**config.mk**
```make
export PLATFORM = sky130hd
export DESIGN_NAME = fetch_stage_flat
export DESIGN_NICKNAME = d
export VERILOG_FILES = /design/src/rtl/fetch_if.sv /design/src/rtl/fetch_stage.sv /design/src/flat_wrapper.sv
export SDC_FILE = /design/constraint.sdc
export NUM_CORES = 1
export LEC_CHECK = 0
export ABC_AREA = 1
export BUFFER_PORTS_ARGS = -buffer_cell sky130_fd_sc_hd__buf_2
export CORE_ASPECT_RATIO = 0.5
export CORE_MARGIN = 3
export CORE_UTILIZATION = 50
export CTS_CLUSTER_SIZE = 8
export DETAILED_ROUTE_END_ITERATION = 8
export GPL_TIMING_DRIVEN = 0
export PLACE_DENSITY = 0.79
export SYNTH_ARGS = -nofsm -noshare
export SYNTH_HDL_FRONTEND = slang
export SYNTH_SLANG_ARGS = --single-unit
```
**constraint.sdc**
```tcl
create_clock -name clk -period 1.6 [get_ports clk]
set_input_delay 0.32 -clock clk [delete_from_list [all_inputs] [get_ports clk]]
set_output_delay 0.32 -clock clk [all_outputs]
set_load 0.1 [all_outputs]
```
**src/rtl/fetch_if.sv**
```systemverilog
// Fetch-stage bus: the branch/stall controls, the instruction-memory link and the IF/ID outputs.
interface fetch_if #(
  parameter int ADDR_SIZE = 32,
  parameter int INST_SIZE = 32,
  parameter int CNT_SIZE  = 16
);
  logic                 freeze;
  logic                 branch_taken;
  logic [ADDR_SIZE-1:0] branch_addr;
  logic [ADDR_SIZE-1:0] inst_addr;
  logic [INST_SIZE-1:0] inst_in;
  logic [ADDR_SIZE-1:0] if_id_pc;
  logic [INST_SIZE-1:0] if_id_inst;
  logic                 if_id_valid;
  logic [CNT_SIZE-1:0]  fetch_count;
  logic [CNT_SIZE-1:0]  flush_count;

  // Environment side: hazard unit, EXE redirect and instruction memory.
  modport master (
    output freeze, branch_taken, branch_addr, inst_in,
    input  inst_addr, if_id_pc, if_id_inst, if_id_valid, fetch_count, flush_count
  );

  // Fetch stage side.
  modport slave (
    input  freeze, branch_taken, branch_addr, inst_in,
    output inst_addr, if_id_pc, if_id_inst, if_id_valid, fetch_count, flush_count
  );
endinterface

```
**src/rtl/fetch_stage.sv**
```systemverilog
// MIPS instruction-fetch stage: PC register, zero-latency imem address,
// IF/ID pipeline register with stall/flush, and fetch/flush event counters.
module fetch_stage #(
  parameter int                   ADDR_SIZE = 32,
  parameter int                   INST_SIZE = 32,
  parameter logic [ADDR_SIZE-1:0] RESET_PC  = '0,
  parameter int                   CNT_SIZE  = 16
) (
  input  logic     clk,
  input  logic     rst,
  fetch_if.slave   bus
);

  logic [ADDR_SIZE-1:0] r_pc;
  logic [ADDR_SIZE-1:0] r_if_pc;
  logic [INST_SIZE-1:0] r_if_inst;
  logic                 r_if_valid;
  logic [CNT_SIZE-1:0]  r_fetch_cnt;
  logic [CNT_SIZE-1:0]  r_flush_cnt;

  logic [ADDR_SIZE-1:0] w_pc_plus4;
  logic [ADDR_SIZE-1:0] w_branch_tgt;

  // Sequential PC; the add wraps naturally at the address width.
  assign w_pc_plus4   = r_pc + ADDR_SIZE'(4);
  // Unaligned redirect targets are silently forced to a word boundary.
  assign w_branch_tgt = {bus.branch_addr[ADDR_SIZE-1:2], 2'b00};

  // PC, IF/ID and counters: reset > branch flush > freeze hold > normal fetch.
  always_ff @(posedge clk) begin
    if (!rst) begin
      r_pc        <= RESET_PC;
      r_if_pc     <= '0;
      r_if_inst   <= '0;
      r_if_valid  <= 1'b0;
      r_fetch_cnt <= '0;
      r_flush_cnt <= '0;
    end else if (bus.branch_taken) begin
      // Redirect wins over a stall; the wrong-path word in IF/ID becomes a bubble.
      r_pc        <= w_branch_tgt;
      r_if_pc     <= '0;
      r_if_inst   <= '0;
      r_if_valid  <= 1'b0;
      r_flush_cnt <= r_flush_cnt + CNT_SIZE'(1);
    end else if (!bus.freeze) begin
      r_pc        <= w_pc_plus4;
      r_if_pc     <= w_pc_plus4;
      r_if_inst   <= bus.inst_in;
      r_if_valid  <= 1'b1;
      r_fetch_cnt <= r_fetch_cnt + CNT_SIZE'(1);
    end
  end

  // Only inst_addr is combinational, and it depends on the PC register alone.
  assign bus.inst_addr   = r_pc;
  assign bus.if_id_pc    = r_if_pc;
  assign bus.if_id_inst  = r_if_inst;
  assign bus.if_id_valid = r_if_valid;
  assign bus.fetch_count = r_fetch_cnt;
  assign bus.flush_count = r_flush_cnt;

endmodule

```
**src/flat_wrapper.sv**
```systemverilog
// flat-port wrapper written by rule: the top's interface ports become plain ports
module fetch_stage_flat 
#(
  parameter int                   ADDR_SIZE = 32,
  parameter int                   INST_SIZE = 32,
  parameter logic [ADDR_SIZE-1:0] RESET_PC  = '0,
  parameter int                   CNT_SIZE  = 16
)
  (clk, rst, bus_freeze, bus_branch_taken, bus_branch_addr, bus_inst_in, bus_inst_addr, bus_if_id_pc, bus_if_id_inst, bus_if_id_valid, bus_fetch_count, bus_flush_count);
  fetch_if #(.ADDR_SIZE(ADDR_SIZE), .INST_SIZE(INST_SIZE), .CNT_SIZE(CNT_SIZE)) bus_i ();
  input  logic clk;
  input  logic rst;
  input wire logic [$bits(bus_i.freeze)-1:0] bus_freeze;
  input wire logic [$bits(bus_i.branch_taken)-1:0] bus_branch_taken;
  input wire logic [$bits(bus_i.branch_addr)-1:0] bus_branch_addr;
  input wire logic [$bits(bus_i.inst_in)-1:0] bus_inst_in;
  output wire logic [$bits(bus_i.inst_addr)-1:0] bus_inst_addr;
  output wire logic [$bits(bus_i.if_id_pc)-1:0] bus_if_id_pc;
  output wire logic [$bits(bus_i.if_id_inst)-1:0] bus_if_id_inst;
  output wire logic [$bits(bus_i.if_id_valid)-1:0] bus_if_id_valid;
  output wire logic [$bits(bus_i.fetch_count)-1:0] bus_fetch_count;
  output wire logic [$bits(bus_i.flush_count)-1:0] bus_flush_count;
  assign bus_i.freeze = bus_freeze;
  assign bus_i.branch_taken = bus_branch_taken;
  assign bus_i.branch_addr = bus_branch_addr;
  assign bus_i.inst_in = bus_inst_in;
  assign bus_inst_addr = bus_i.inst_addr;
  assign bus_if_id_pc = bus_i.if_id_pc;
  assign bus_if_id_inst = bus_i.if_id_inst;
  assign bus_if_id_valid = bus_i.if_id_valid;
  assign bus_fetch_count = bus_i.fetch_count;
  assign bus_flush_count = bus_i.flush_count;
  fetch_stage #(.ADDR_SIZE(ADDR_SIZE), .INST_SIZE(INST_SIZE), .RESET_PC(RESET_PC), .CNT_SIZE(CNT_SIZE)) u_core (.clk(clk), .rst(rst), .bus(bus_i));
endmodule
```
## Word level (Yosys, flattened, before mapping)

Cells that the tools add are included.

- Register bits: 129
- Bits of input ports: 68

- Add/sub/neg operators: 3
- Equality and inequality tests: 1
- Muxes and demuxes: 2
- Bitwise operators: 3
- Reductions and logical operators: 2

Operator list:

| operator | count |
|---|---|
| $mux W32 | 2 |
| $add A16 B1 Y16 const B | 2 |
| $add A32 B3 Y32 const B | 1 |
| $not A1 Y1 | 3 |
| $ne A2 B1 Y1 const B | 1 |
| $reduce_and A2 Y1 | 1 |
| $reduce_or A2 Y1 | 1 |

## Depth between registers and ports, before layout

- Depth in word-level cells: 3
- Depth in mapped cells: 10
- Depth with buffers taken out: 10

## Worst setup path after synthesis

OpenSTA, ideal clock, no wires.

- Kind: register to register
- Start point: reg u_core.r_pc[2], in the netlist u_core.bus.inst_addr[2]
- End point: reg u_core.r_if_pc[16], in the netlist u_core.bus.if_id_pc[16]
- Arrival: 2.194 ns
- Setup slack: -0.710 ns
- Cell stages (with the launch flop): 8
- Path buffers: 0
- Clock period less this slack: 2.310 ns
- Cell sequence: dfxtp_1 ha_1 nand3_1 nor2_1 nand3_1 xor2_1 o21ai_0 inv_1

- Longest elaborated chain between the ends: 1

RTL lines:

| item | RTL line | RTL |
|---|---|---|
| start, declared | fetch_stage.sv:14 | `logic [ADDR_SIZE-1:0] r_pc;` |
| start signal, assigned | fetch_stage.sv:40 | `r_pc <= w_branch_tgt;` |
| start signal, assigned | fetch_stage.sv:46 | `r_pc <= w_pc_plus4;` |
| $add A32 B3 Y32 | fetch_stage.sv:25 | `assign w_pc_plus4 = r_pc + ADDR_SIZE'(4);` |
| end signal, assigned | fetch_stage.sv:47 | `r_if_pc <= w_pc_plus4;` |
| end, declared | fetch_stage.sv:15 | `logic [ADDR_SIZE-1:0] r_if_pc;` |

Every way passes these cells.
A chain may end at the register's enable or synchronous reset.

## Worst setup path after layout

- Start point: reg u_core.r_pc[31], in the netlist u_core.bus.inst_addr[31]
- End point: out bus_inst_addr[31]

RTL lines:

| item | RTL line | RTL |
|---|---|---|
| end, declared | flat_wrapper.sv:17 | `output wire logic [$bits(bus_i.inst_addr)-1:0] bus_inst_addr;` |

No word-level cell between the ends.

==> metrics.yaml <==
p_leak_nw: 3.78
chipHeight_um: 82.5
post-route-period-util: 0.985
power_density_nw_per_um2: 1120
cp_slowest_stage_delay_ns: 0.45
placed_cell_area_um2: 7180
required_ns: 1.28
place_inst: 1240
p_int_mw: 6.00
cts.sinks: 125
worstMarginPinSlew_ns: 0.625
cp_cell_sequence: "buf_2"
finalHoldViolations: 0
max_clock_freq_mhz: 635
start_util: 0.522
regArea_um2: 2640
finalMaxSlewViolations: 0
htree_levels: 4
wl_per_cell_um: 14.6
cts-root-buf: "clkbuf_16"
fin_util: 0.712
seq_power_share: 0.373
stdcell_area_um2: 7980
p_sw_frac: 0.326
routed_wl_mm: 18.6
post_synth_num_cell_types: 30
hp-class: "input port to flip-flop"
p_sw_mw: 2.90
io_buffer_count: 190
area_growth_pct: 36.3
clkLatencyLatePin_ns: 0.42
synthAdderAreaFrac: 0.00641
cp.arrival_ns: 1.26
synth-simple-area-share: 0.305
synth_compound_area_frac: 0.139
synth_top_area_frac: 0.427
maxSlewHeadroom: 0.583
ys_seq_area_frac: 0.427
grt_pass1_wl_mm: 28.5
peakVddDrop_uv: 603
synth-warning-count: 0
status: "finished clean"
layout-drive-gt1-share: 0.300
tns_ns: 0
antenna_found_initial: 1
synth_cells: 888
coreArea_um2: 11200
synth.area.mux_share: 0
place_hpwl_mm: 13.7
multiInputGateArea_um2: 2960
pin_count: 197
fin_crit_ns: 1.58
die_area_um2: 13100
grt_pass1_vias: 5799
diodes: 0
ys_async_sr_fraction: 0
synth_xor_area_frac: 0.0254
gp_congestion: 0.952
clockBufferDepth: 2
synthMostInstantiatedCell: "nand2_1"
power_mw: 8.90
setup_viol: 0
pwr-share-comb: 0.171
postCtsHoldBufs: 0
cpLargestDelayFamily: "buffers and inverters"
path_max_fanout: 3
ys.flop_type: "dfxtp_1"
yosys.area.top_type: "dfxtp_1"
drc_errors: 0
fin_nets: 1175
crit_slowest_cell: "buf_2"
die_w_um: 159
pwr-share-clk: 0.456
vias: 6421
avgSynthCellArea_um2: 6.60
fillCellCount: 956
start_kind: "flip-flop"
drt-vias-per-instance: 5.04
overflow: 0
synth_edf_count: 0
cts_buffers: 17
crit_type: "flip-flop to output pin"
rsz0062_at_grt: "yes"
drt_iter0_markers: 532
rows: 27
critical_path_buf_inv_count: 1
netlist_area_um2: 5860
track_usage: 0.274
synth_common_cells: "nand2_1 (245), nor2_1 (137), dfxtp_1 (125)"
finalNonFillerCells: 1275
cts_tree: "done"
grt_max_degree: 17
antenna_left: 0
yosys-top-cells-area: "dfxtp_1 (43%), nand2_1 (16%), nor2_1 (8.8%)"
drv_cap: 0
crit_path_end_kind: "output pin"
fin_skew_ns: 0.0101
dr.pass1.iters: 7
synth_top_family_by_area: "simple AND/OR/NAND/NOR gates"
cts.reportedPaths.clkPinSlew_ns: 0.06
ys_ff_latch: 125
[timing repair]
| item | CTS | global route |
|---|---|---|
| pin swaps | 0 | 14 |
| endpoints found under the hold margin | 0 | 0 |
| setup endpoints to repair | 9 | 31 |
| gates resized for setup | 7 | 36 |
| buffers inserted | 0 | 4 |
[sequential cells by signal, indices dropped and copies added (netlist names)]
register	count
u_core.bus.flush_count	16
u_core.bus.fetch_count	16
u_core.bus.if_id_inst	32
u_core.bus.if_id_valid	1
u_core.bus.if_id_pc	30
u_core.bus.inst_addr	30
[final cells by class]
class | count | area share
multi-input combinational | 620 | 0.371
sequential | 125 | 0.331
clock inverter | 12 | 0.0180
inverter | 108 | 0.0508
timing repair buffer | 194 | 0.124
tap | 159 | 0.0249
clock buffer | 19 | 0.0596
buffer | 38 | 0.0204
[cells in the final DEF, fill, tap and decap left out, types with 9 or more instances in the layout]
| master | instances |
|---|---|
| nor2_1 | 121 |
| clkbuf_16 | 19 |
| buf_2 | 187 |
| nor2_2 | 12 |
| a21oi_1 | 73 |
| dfxtp_1 | 67 |
| nand3_1 | 34 |
| xor2_1 | 9 |
| dfxtp_4 | 26 |
| o21ai_0 | 54 |
| inv_1 | 103 |
| nor2_4 | 10 |
| a31oi_1 | 9 |
| nand2_1 | 242 |
| clkbuf_1 | 32 |
| buf_4 | 9 |
| dfxtp_2 | 32 |
[logic make-up after synthesis]
logic type	count (synthesis)
adders and majority gates	3
DFF	125
and+or+nand+nor	442
xor gates and xnor gates	17
other	1
AOI/OAI and AO/OA	154
buffers and inverters	146
[through the flow]
step,setup WS [ns],hold WS (ns)
final,0.0245,0.142
after floorplan,0.000280,0.448
after detailed placement,-0.304,0.442
after CTS,0.00628,0.130
after global routing,-0.0374,0.134
after global placement,-0.266,0.436
[worst paths after layout]
kind	slack, ns	startpoint	depth (start not counted)	to
worst max-delay path	0.02	u_core.bus.inst_addr[31]$_SDFFE_PN0P_	1	bus_inst_addr[31]
worst max register to register	0.05	u_core.bus.inst_addr[2]$_SDFFE_PN0P_	7	u_core.bus.if_id_pc[16]$_SDFFE_PP0N_
worst min register to register	0.45	u_core.bus.if_id_inst[31]$_SDFFE_PP0N_	2	u_core.bus.if_id_inst[31]$_SDFFE_PP0N_
worst min-delay path	0.14	bus_inst_in[31]	3	u_core.bus.if_id_inst[31]$_SDFFE_PP0N_
[routing by layer]
metal / up-vias / routed length, µm / track usage
li1: 3209 / - / -
met1: 2936 / 8420 / 0.342
met2: 247 / 8510 / 0.462
met3: 27 / 1390 / 0.0757
met4: 2 / 286 / 0.104
met5: - / 7 / 0
[power groups by stage]
| stage | clock (mW) | combinational, mW | sequential, mW |
|---|---|---|---|
| floorplan | 0 | 0.400 | 4.14 |
| global placement | 0 | 1.49 | 3.38 |
| detailed placement | 0 | 1.50 | 3.38 |
| CTS | 4.10 | 1.51 | 3.31 |
| global route | 4.23 | 1.61 | 3.33 |
| finish | 4.06 | 1.52 | 3.32 |
Note: power is estimated with default switching activity, not from simulation.
